**src/rtl/mem_responder_pkg.sv**
```systemverilog
// Shared types and constants for the multi-cycle memory responder.
// Imported by the bus interface, storage array and responder FSM.
package mem_responder_pkg;

    localparam int WORD_W      = 16;
    localparam int LATENCY_DEF = 4;

    localparam logic [1:0] ST_IDLE = 2'd0;
    localparam logic [1:0] ST_WAIT = 2'd1;
    localparam logic [1:0] ST_RESP = 2'd2;

    localparam logic PORT_I = 1'b0;
    localparam logic PORT_D = 1'b1;

endpackage

```
**src/rtl/mem_responder_if.sv**
```systemverilog
// Fetch/data request bus between the multicycle controller and memory.
// master = controller side, slave = memory responder side.
interface mem_responder_if;
    import mem_responder_pkg::*;

    logic              i_read;
    logic [WORD_W-1:0] i_addr;
    logic [WORD_W-1:0] i_data;
    logic              i_ready;
    logic              d_read;
    logic              d_write;
    logic [WORD_W-1:0] d_addr;
    logic [WORD_W-1:0] d_wdata;
    logic [WORD_W-1:0] d_rdata;
    logic              d_ready;
    logic              busy;
    logic              err;

    modport master (
        output i_read, i_addr, d_read, d_write, d_addr, d_wdata,
        input  i_data, i_ready, d_rdata, d_ready, busy, err
    );

    modport slave (
        input  i_read, i_addr, d_read, d_write, d_addr, d_wdata,
        output i_data, i_ready, d_rdata, d_ready, busy, err
    );

endinterface

```
**src/rtl/mem_array.sv**
```systemverilog
// Word storage: one synchronous write port, one asynchronous read port.
// Contents are deliberately not reset.
module mem_array
    import mem_responder_pkg::*;
#(
    parameter int DEPTH = 256,
    parameter int AW    = $clog2(DEPTH)
) (
    input  logic              clk_i,
    input  logic              we_i,
    input  logic [AW-1:0]     waddr_i,
    input  logic [WORD_W-1:0] wdata_i,
    input  logic [AW-1:0]     raddr_i,
    output logic [WORD_W-1:0] rdata_o
);

    logic [WORD_W-1:0] mem_q [DEPTH];

    always_ff @(posedge clk_i) begin
        if (we_i) mem_q[waddr_i] <= wdata_i;
    end

    assign rdata_o = mem_q[raddr_i];

endmodule

```
**src/rtl/mem_responder.sv**
```systemverilog
// Multi-cycle responder: arbitrates fetch/data requests, one at a time,
// and pulses the winning port's ready LATENCY cycles after acceptance.
module mem_responder
    import mem_responder_pkg::*;
#(
    parameter int DEPTH   = 256,
    parameter int LATENCY = LATENCY_DEF
) (
    input  logic           clk,
    input  logic           reset,
    mem_responder_if.slave bus
);

    localparam int AW = $clog2(DEPTH);
    localparam int CW = (LATENCY > 2) ? $clog2(LATENCY) : 1;

    logic [1:0]        state_q, state_d;
    logic [CW-1:0]     cnt_q, cnt_d;
    logic              port_q, port_d;
    logic              wr_q, wr_d;
    logic              err_q, err_d;
    logic [AW-1:0]     addr_q, addr_d;
    logic [WORD_W-1:0] wdata_q, wdata_d;
    logic              accept;
    logic              resp;
    logic              we;
    logic [WORD_W-1:0] rdata;

    always_comb begin
        state_d = state_q;
        cnt_d   = cnt_q;
        port_d  = port_q;
        wr_d    = wr_q;
        err_d   = err_q;
        addr_d  = addr_q;
        wdata_d = wdata_q;
        accept  = 1'b0;
        unique case (state_q)
            ST_IDLE: begin
                // Data port has priority; a losing fetch simply stays held.
                if (bus.d_read || bus.d_write) begin
                    accept  = 1'b1;
                    port_d  = PORT_D;
                    wr_d    = bus.d_write;
                    err_d   = bus.d_read && bus.d_write;
                    addr_d  = bus.d_addr[AW-1:0];
                    wdata_d = bus.d_wdata;
                end else if (bus.i_read) begin
                    accept  = 1'b1;
                    port_d  = PORT_I;
                    wr_d    = 1'b0;
                    err_d   = 1'b0;
                    addr_d  = bus.i_addr[AW-1:0];
                end
                if (accept) begin
                    if (LATENCY == 1) begin
                        state_d = ST_RESP;
                    end else begin
                        state_d = ST_WAIT;
                        cnt_d   = CW'(LATENCY - 1);
                    end
                end
            end
            ST_WAIT: begin
                if (cnt_q == CW'(1)) begin
                    state_d = ST_RESP;
                    cnt_d   = '0;
                end else begin
                    cnt_d = cnt_q - CW'(1);
                end
            end
            ST_RESP: state_d = ST_IDLE;
            default: state_d = ST_IDLE;
        endcase
    end

    always_ff @(posedge clk) begin
        if (reset) begin
            state_q <= ST_IDLE;
            cnt_q   <= '0;
            port_q  <= PORT_I;
            wr_q    <= 1'b0;
            err_q   <= 1'b0;
            addr_q  <= '0;
            wdata_q <= '0;
        end else begin
            state_q <= state_d;
            cnt_q   <= cnt_d;
            port_q  <= port_d;
            wr_q    <= wr_d;
            err_q   <= err_d;
            addr_q  <= addr_d;
            wdata_q <= wdata_d;
        end
    end

    assign resp = (state_q == ST_RESP);
    // A reset landing on the commit edge aborts the write.
    assign we   = resp && wr_q && !reset;

    mem_array #(
        .DEPTH (DEPTH),
        .AW    (AW)
    ) u_array (
        .clk_i   (clk),
        .we_i    (we),
        .waddr_i (addr_q),
        .wdata_i (wdata_q),
        .raddr_i (addr_q),
        .rdata_o (rdata)
    );

    assign bus.i_ready = resp && (port_q == PORT_I);
    assign bus.d_ready = resp && (port_q == PORT_D);
    assign bus.i_data  = bus.i_ready ? rdata : '0;
    assign bus.d_rdata = (bus.d_ready && !wr_q) ? rdata : '0;
    assign bus.busy    = (state_q != ST_IDLE);
    assign bus.err     = resp && err_q;

endmodule
```
**src/flat_wrapper.sv**
```systemverilog
// flat-port wrapper written by rule: the top's interface ports become plain ports
module mem_responder_flat import mem_responder_pkg::*;
#(
    parameter int DEPTH   = 256,
    parameter int LATENCY = LATENCY_DEF
)
  (clk, reset, bus_i_read, bus_i_addr, bus_d_read, bus_d_write, bus_d_addr, bus_d_wdata, bus_i_data, bus_i_ready, bus_d_rdata, bus_d_ready, bus_busy, bus_err);
  mem_responder_if bus_i ();
  input  logic clk;
  input  logic reset;
  input wire logic [$bits(bus_i.i_read)-1:0] bus_i_read;
  input wire logic [$bits(bus_i.i_addr)-1:0] bus_i_addr;
  input wire logic [$bits(bus_i.d_read)-1:0] bus_d_read;
  input wire logic [$bits(bus_i.d_write)-1:0] bus_d_write;
  input wire logic [$bits(bus_i.d_addr)-1:0] bus_d_addr;
  input wire logic [$bits(bus_i.d_wdata)-1:0] bus_d_wdata;
  output wire logic [$bits(bus_i.i_data)-1:0] bus_i_data;
  output wire logic [$bits(bus_i.i_ready)-1:0] bus_i_ready;
  output wire logic [$bits(bus_i.d_rdata)-1:0] bus_d_rdata;
  output wire logic [$bits(bus_i.d_ready)-1:0] bus_d_ready;
  output wire logic [$bits(bus_i.busy)-1:0] bus_busy;
  output wire logic [$bits(bus_i.err)-1:0] bus_err;
  assign bus_i.i_read = bus_i_read;
  assign bus_i.i_addr = bus_i_addr;
  assign bus_i.d_read = bus_d_read;
  assign bus_i.d_write = bus_d_write;
  assign bus_i.d_addr = bus_d_addr;
  assign bus_i.d_wdata = bus_d_wdata;
  assign bus_i_data = bus_i.i_data;
  assign bus_i_ready = bus_i.i_ready;
  assign bus_d_rdata = bus_i.d_rdata;
  assign bus_d_ready = bus_i.d_ready;
  assign bus_busy = bus_i.busy;
  assign bus_err = bus_i.err;
  mem_responder #(.DEPTH(DEPTH), .LATENCY(LATENCY)) u_core (.clk(clk), .reset(reset), .bus(bus_i));
endmodule
```
**config.mk**
```make
export PLATFORM = sky130hd
export DESIGN_NAME = mem_responder_flat
export DESIGN_NICKNAME = d
export VERILOG_FILES = /design/src/rtl/mem_responder_pkg.sv /design/src/rtl/mem_responder_if.sv /design/src/rtl/mem_array.sv /design/src/rtl/mem_responder.sv /design/src/flat_wrapper.sv
export SDC_FILE = /design/constraint.sdc
export NUM_CORES = 2
export LEC_CHECK = 0
export BUFFER_PORTS_ARGS = -buffer_cell sky130_fd_sc_hd__buf_2
export CORE_MARGIN = 10
export CORE_UTILIZATION = 30
export CTS_CLUSTER_DIAMETER = 200
export DETAILED_ROUTE_END_ITERATION = 6
export GPL_ROUTABILITY_DRIVEN = 0
export PLACE_DENSITY = 0.51
export RECOVER_POWER = 25
export SLEW_MARGIN = 5
export SYNTH_ARGS = -nofsm -noshare
export SYNTH_HDL_FRONTEND = slang
export SYNTH_HIERARCHICAL = 1
export SYNTH_SLANG_ARGS = --single-unit
```
**constraint.sdc**
```tcl
create_clock -name clk -period 10.4 [get_ports clk]
set_input_delay 3.12 -clock clk [delete_from_list [all_inputs] [get_ports clk]]
set_output_delay 3.12 -clock clk [all_outputs]
set_load 0.05 [all_outputs]
```
======== Word-level counts from Yosys, hierarchy flattened ========
Memories as Yosys holds them, arrays and structs flattened. A register that Yosys moved wholly into a read port is not among the register bits.
Index checks and enable logic that the tools add are counted.
W data, S select, Z words.
word-level totals
  memory bits (writable) .................. 4096
  memories kept ........................... 1
  register bits after elaboration ......... 31
  output and inout port bits .............. 36
operators by class
  add/sub/neg operators ................... 1
  equal/unequal tests ..................... 5
  reduce and logical (&&, ||, !) cells .... 18
  bitwise operators ....................... 1
  muxes and demuxes ....................... 21
memory list
  memory                depth  bits a word  read ports  clocked after memory_dff  write ports  RTL line         RTL
  u_core.u_array.mem_q  256    16           1           1                         1            mem_array.sv:17  logic [WORD_W-1:0] mem_q [DEPTH];
operators by type and width
  cell                   number
  $mux W16               2
  $mux W8                4
  $mux W1                9
  $mux W2                4
  $pmux W2 S2            2
  $reduce_and A2 Y1      4
  $logic_and A1 B1 Y1    7
  $reduce_bool A2 Y1     3
  $eq A2 B1 Y1 const B   2
  $ne A2 B1 Y1 const B   2
  $eq A2 B2 Y1 const B   1
  $logic_not A1 Y1       2
  $logic_not A2 Y1       1
  $sub A2 B1 Y2 const B  1
  $logic_or A1 B1 Y1     1
  $not A1 Y1             1

======== Depth between registers and ports, before layout ========
  depth in word-level cells ............... 5
  depth in mapped cells ................... 13
  depth with buffers taken out ............ 7

======== Cells and area by module ========
Netlist, hierarchy kept.
modules (own cells, without submodules)
  module         times used  cells each  area an instance (sq um)
  mem_array      1           7344        158394.4
  mem_responder  1           196         1541.5

======== Least setup slack after synthesis ========
Ideal clock, no wire load.
  path kind ............................... reg-to-output
  from .................................... reg, netlist name u_core/addr_q[0]
  to ...................................... out bus_d_rdata[4]
  path buffers ............................ 3
  path slack .............................. 4619 ps
  arrival time ............................ 2661 ps
  stages on the path, launching flop included .. 10
  required time ........................... 7280 ps
  cells stage by stage .................... dfxtp_1 -> buf_6 -> buf_6 -> buf_2 -> mux4_2 -> mux4_2 -> a22o_1 -> o32ai_2 -> nor4_2 -> and2_1
RTL lines
  element    RTL line            RTL
  to (decl)  flat_wrapper.sv:19  output wire logic [$bits(bus_i.d_rdata)-1:0] bus_d_rdata;

==> results.cfg <==
[worst_setup_path]
r2r_cells = 1
crit_chain = buf_12 > buf_12 > mux4_2 > mux4_2 > a22o_1 > o32ai_2 > nor4_1 > and2_1 > buf_2
end_kind = primary output
path_buf_inv = 3
crit_fanout = 52
reg2reg_to = u_core/u_array/mem_q[79][10]
critPathKind = reg -> out
r2r_start = u_core/wdata_q[10]
critical_path_arrival_ns = 6.26
crit_end = bus_i_data[11]
startpoint_type = register
cp-startpoint = u_core/addr_q[0]
critical-path-max-stage-delay_ns = 0.93
r2r_slack_ns = 3.63
required_ns = 7.28
critPathTopFamily = compound AO/OA/AOI/OAI gates
path_depth = 9
slowest_stage = dfxtp_4

[sta]
setup-violations-final = 0
finalMaxSlewViolations = 2532
clock_skew_ns = 0.0690
holdWs_ns = 0.518
max_slew_margin_pct = -203
fmax_ghz = 0.107
fin_crit_ns = 9.38
timing.setup.tns_ns = 0
period_share_pct = 90.2
hold_violations = 0
tightest_slew_ns = 4.54
rsz0062_at_grt = false

[status]
violations = max-capacitance violations, max-slew violations
status = finished with violations

[layout]
final_cells = 15300
drive_gt1_share_pct = 25.2
nets = 8007
finish.utilization_pct = 34.5
syn2layout_area_growth_pct = 14.7
fillers = 49000

[logic_synthesis]
synthArstFlopShare_pct = 0
syn-num-nets = 7594
synth_edf_count = 4096
synth_seq_cells = 4127
yosys.area.top_type = edfxtp_1
yosysWarningCount = 6
syn-cell-area_um2 = 160000
yosysSeqAreaShare_pct = 77.3
syn_avg_cell_area_um2 = 21.2
syn_inst = 7540
synth_cell_types = 60
synth.most_common_cell = edfxtp_1
yosysTopAreaCellShare_pct = 76.9
ys.flop_type = edfxtp_1
ys_top_cells_by_area = edfxtp_1 (77%), mux4_2 (11%), mux2i_1 (3.5%)
synth_common_cells = edfxtp_1 (4096), mux4_2 (797), mux2i_1 (565), nor2_1 (309), o221ai_1 (252)

[placement]
dpl.hpwl_um = 265000
placedCellCount = 14600
io_buffers = 72

[floorplan]
core_um2 = 532000
die_area_um2 = 563000
die_w_um = 750
io_pins = 89
rows = 268
die_y_um = 750
initial_core_util_pct = 30.1

[routing]
viasPerCell = 5.14
route.detailed.drc = 0
wirelength_um = 448000
wl_per_cell_um = 29.3
ant_nets = 0
first_iter_violations = 8726
vias = 78700
drt-pass1-iter-count = 7

[clock_tree]
cts-resized-gates = 0
clkTransAtPathRegs_ns = 0.06
postCtsHoldBufs = 0
insertion_delay_ns = 1.01
root_buffer = clkbuf_16
tritoncts = built
post_cts_buffers = 0
htree_num_levels = 5
clock_sinks = 4127
cts_buffers = 417
clockBufferDepth = 4

[power]
power_density_nw_per_um2 = 200
p_leak_nw = 54.5
ir_drop_uv = 150

[worst_hold_path]
hold_class = reg -> reg

[global_routing]
grt_pass1_vias = 79800
grt_max_degree = 192
antenna_found_initial = 19
grt_pass1_wl_um = 625000
grt_use_total_pct = 15.4
grt_overflow = 0

[run]
max-cap-violations = 33
[power breakdown]
part,total (mW),internal [mW],leakage [nW],switching [mW]
registers,18.6,18.5,36.7,0.138
clock network,14.7,8.41,6.44,6.31
logic,3.38,1.21,11.3,2.17
[worst min-delay path, delay by kind of cell, from the launching register on]
| kind | cells | cell delay [ns] |
|---|---|---|
| flops | 1 | 0.32 |
| compound gates | 2 | 0.16 |
[sequential cells by signal (all words and copies together), names as in the netlist]
signal / count
u_core/addr_q: 8
u_core/cnt_q: 2
u_core/err_q: 1
u_core/port_q: 1
u_core/state_q: 2
u_core/u_array/mem_q: 4096
u_core/wdata_q: 16
u_core/wr_q: 1
[cells in the final DEF, fill, tap and decap left out, types with 20 or more instances in the layout]
master      count
edfxtp_1     4096
mux4_2        797
mux2i_1       565
clkbuf_16     423
buf_4         342
o221ai_1      252
a21oi_1       201
nor2_1        159
nor2_2        150
o22ai_1       148
clkbuf_1      107
clkinv_1       92
nor3_1         91
mux2_2         88
buf_2          72
clkinv_2       58
nand2_1        56
o21ai_0        55
nand3_1        43
a22oi_1        43
bufinv_16      37
and2_1         33
a22o_1         32
buf_12         28
a221oi_1       28
nand4_1        26
dfxtp_1        24
clkinvlp_4     20
[cells by family after synthesis]
logic type / Yosys count / synth area share, %
multiplexers: 1450 / 15.4
AO/OA/AOI/OAI: 843 / 3.72
flip-flops: 4127 / 77.3
adder cells (fa/ha/maj): 1 / 0.00782
AND/OR/NAND/NOR: 642 / 1.85
buffers and inverters: 477 / 1.75
[worst min-delay path by stage]
| stage | start | end | slack [ns] | depth (start not counted) |
|---|---|---|---|---|
| 2_1_floorplan | u_core/err_q | u_core/err_q | 0.45 | 2 |
| 3_3_place_gp | u_core/cnt_q[0] | u_core/cnt_q[0] | 0.50 | 2 |
| 3_5_place_dp | u_core/err_q | u_core/err_q | 0.50 | 2 |
| 4_1_cts | u_core/err_q | u_core/err_q | 0.51 | 2 |
| 5_1_grt | u_core/err_q | u_core/err_q | 0.54 | 2 |
| 6_report | u_core/err_q | u_core/err_q | 0.52 | 2 |
[layer usage]
metal	part of all wire, %	up-vias	global-route usage (%)
li1	-	32700	-
met5	0.0074	-	0
met1	42	42600	20.9
met4	3.3	4	4.57
met2	49	2831	25.5
met3	6.6	589	2.43
[metrics by stage]
stage	instance area [µm²]	total power [mW]	setup WS, ns
global placement	170000	22.3	1.83
finish	183000	36.7	1.02
global route	183000	37.9	0.765
floorplan	160000	21.0	4.62
detailed placement	170000	22.4	1.82
CTS	184000	37.0	0.731
[layout make-up]
cell class              count  area [µm²]  area share, %
flip-flops and latches   4127      124000           67.4
multi-input cells        2936       34000           18.6
clock buffers             517       11000           5.99
well taps                7020        8780           4.79
repair buffers            462        3570           1.94
clock inverters           230        2360           1.29
inverters                   9        46.3         0.0252
diodes                      8        20.0         0.0109
No activity file was read; power rests on OpenSTA's default activity.
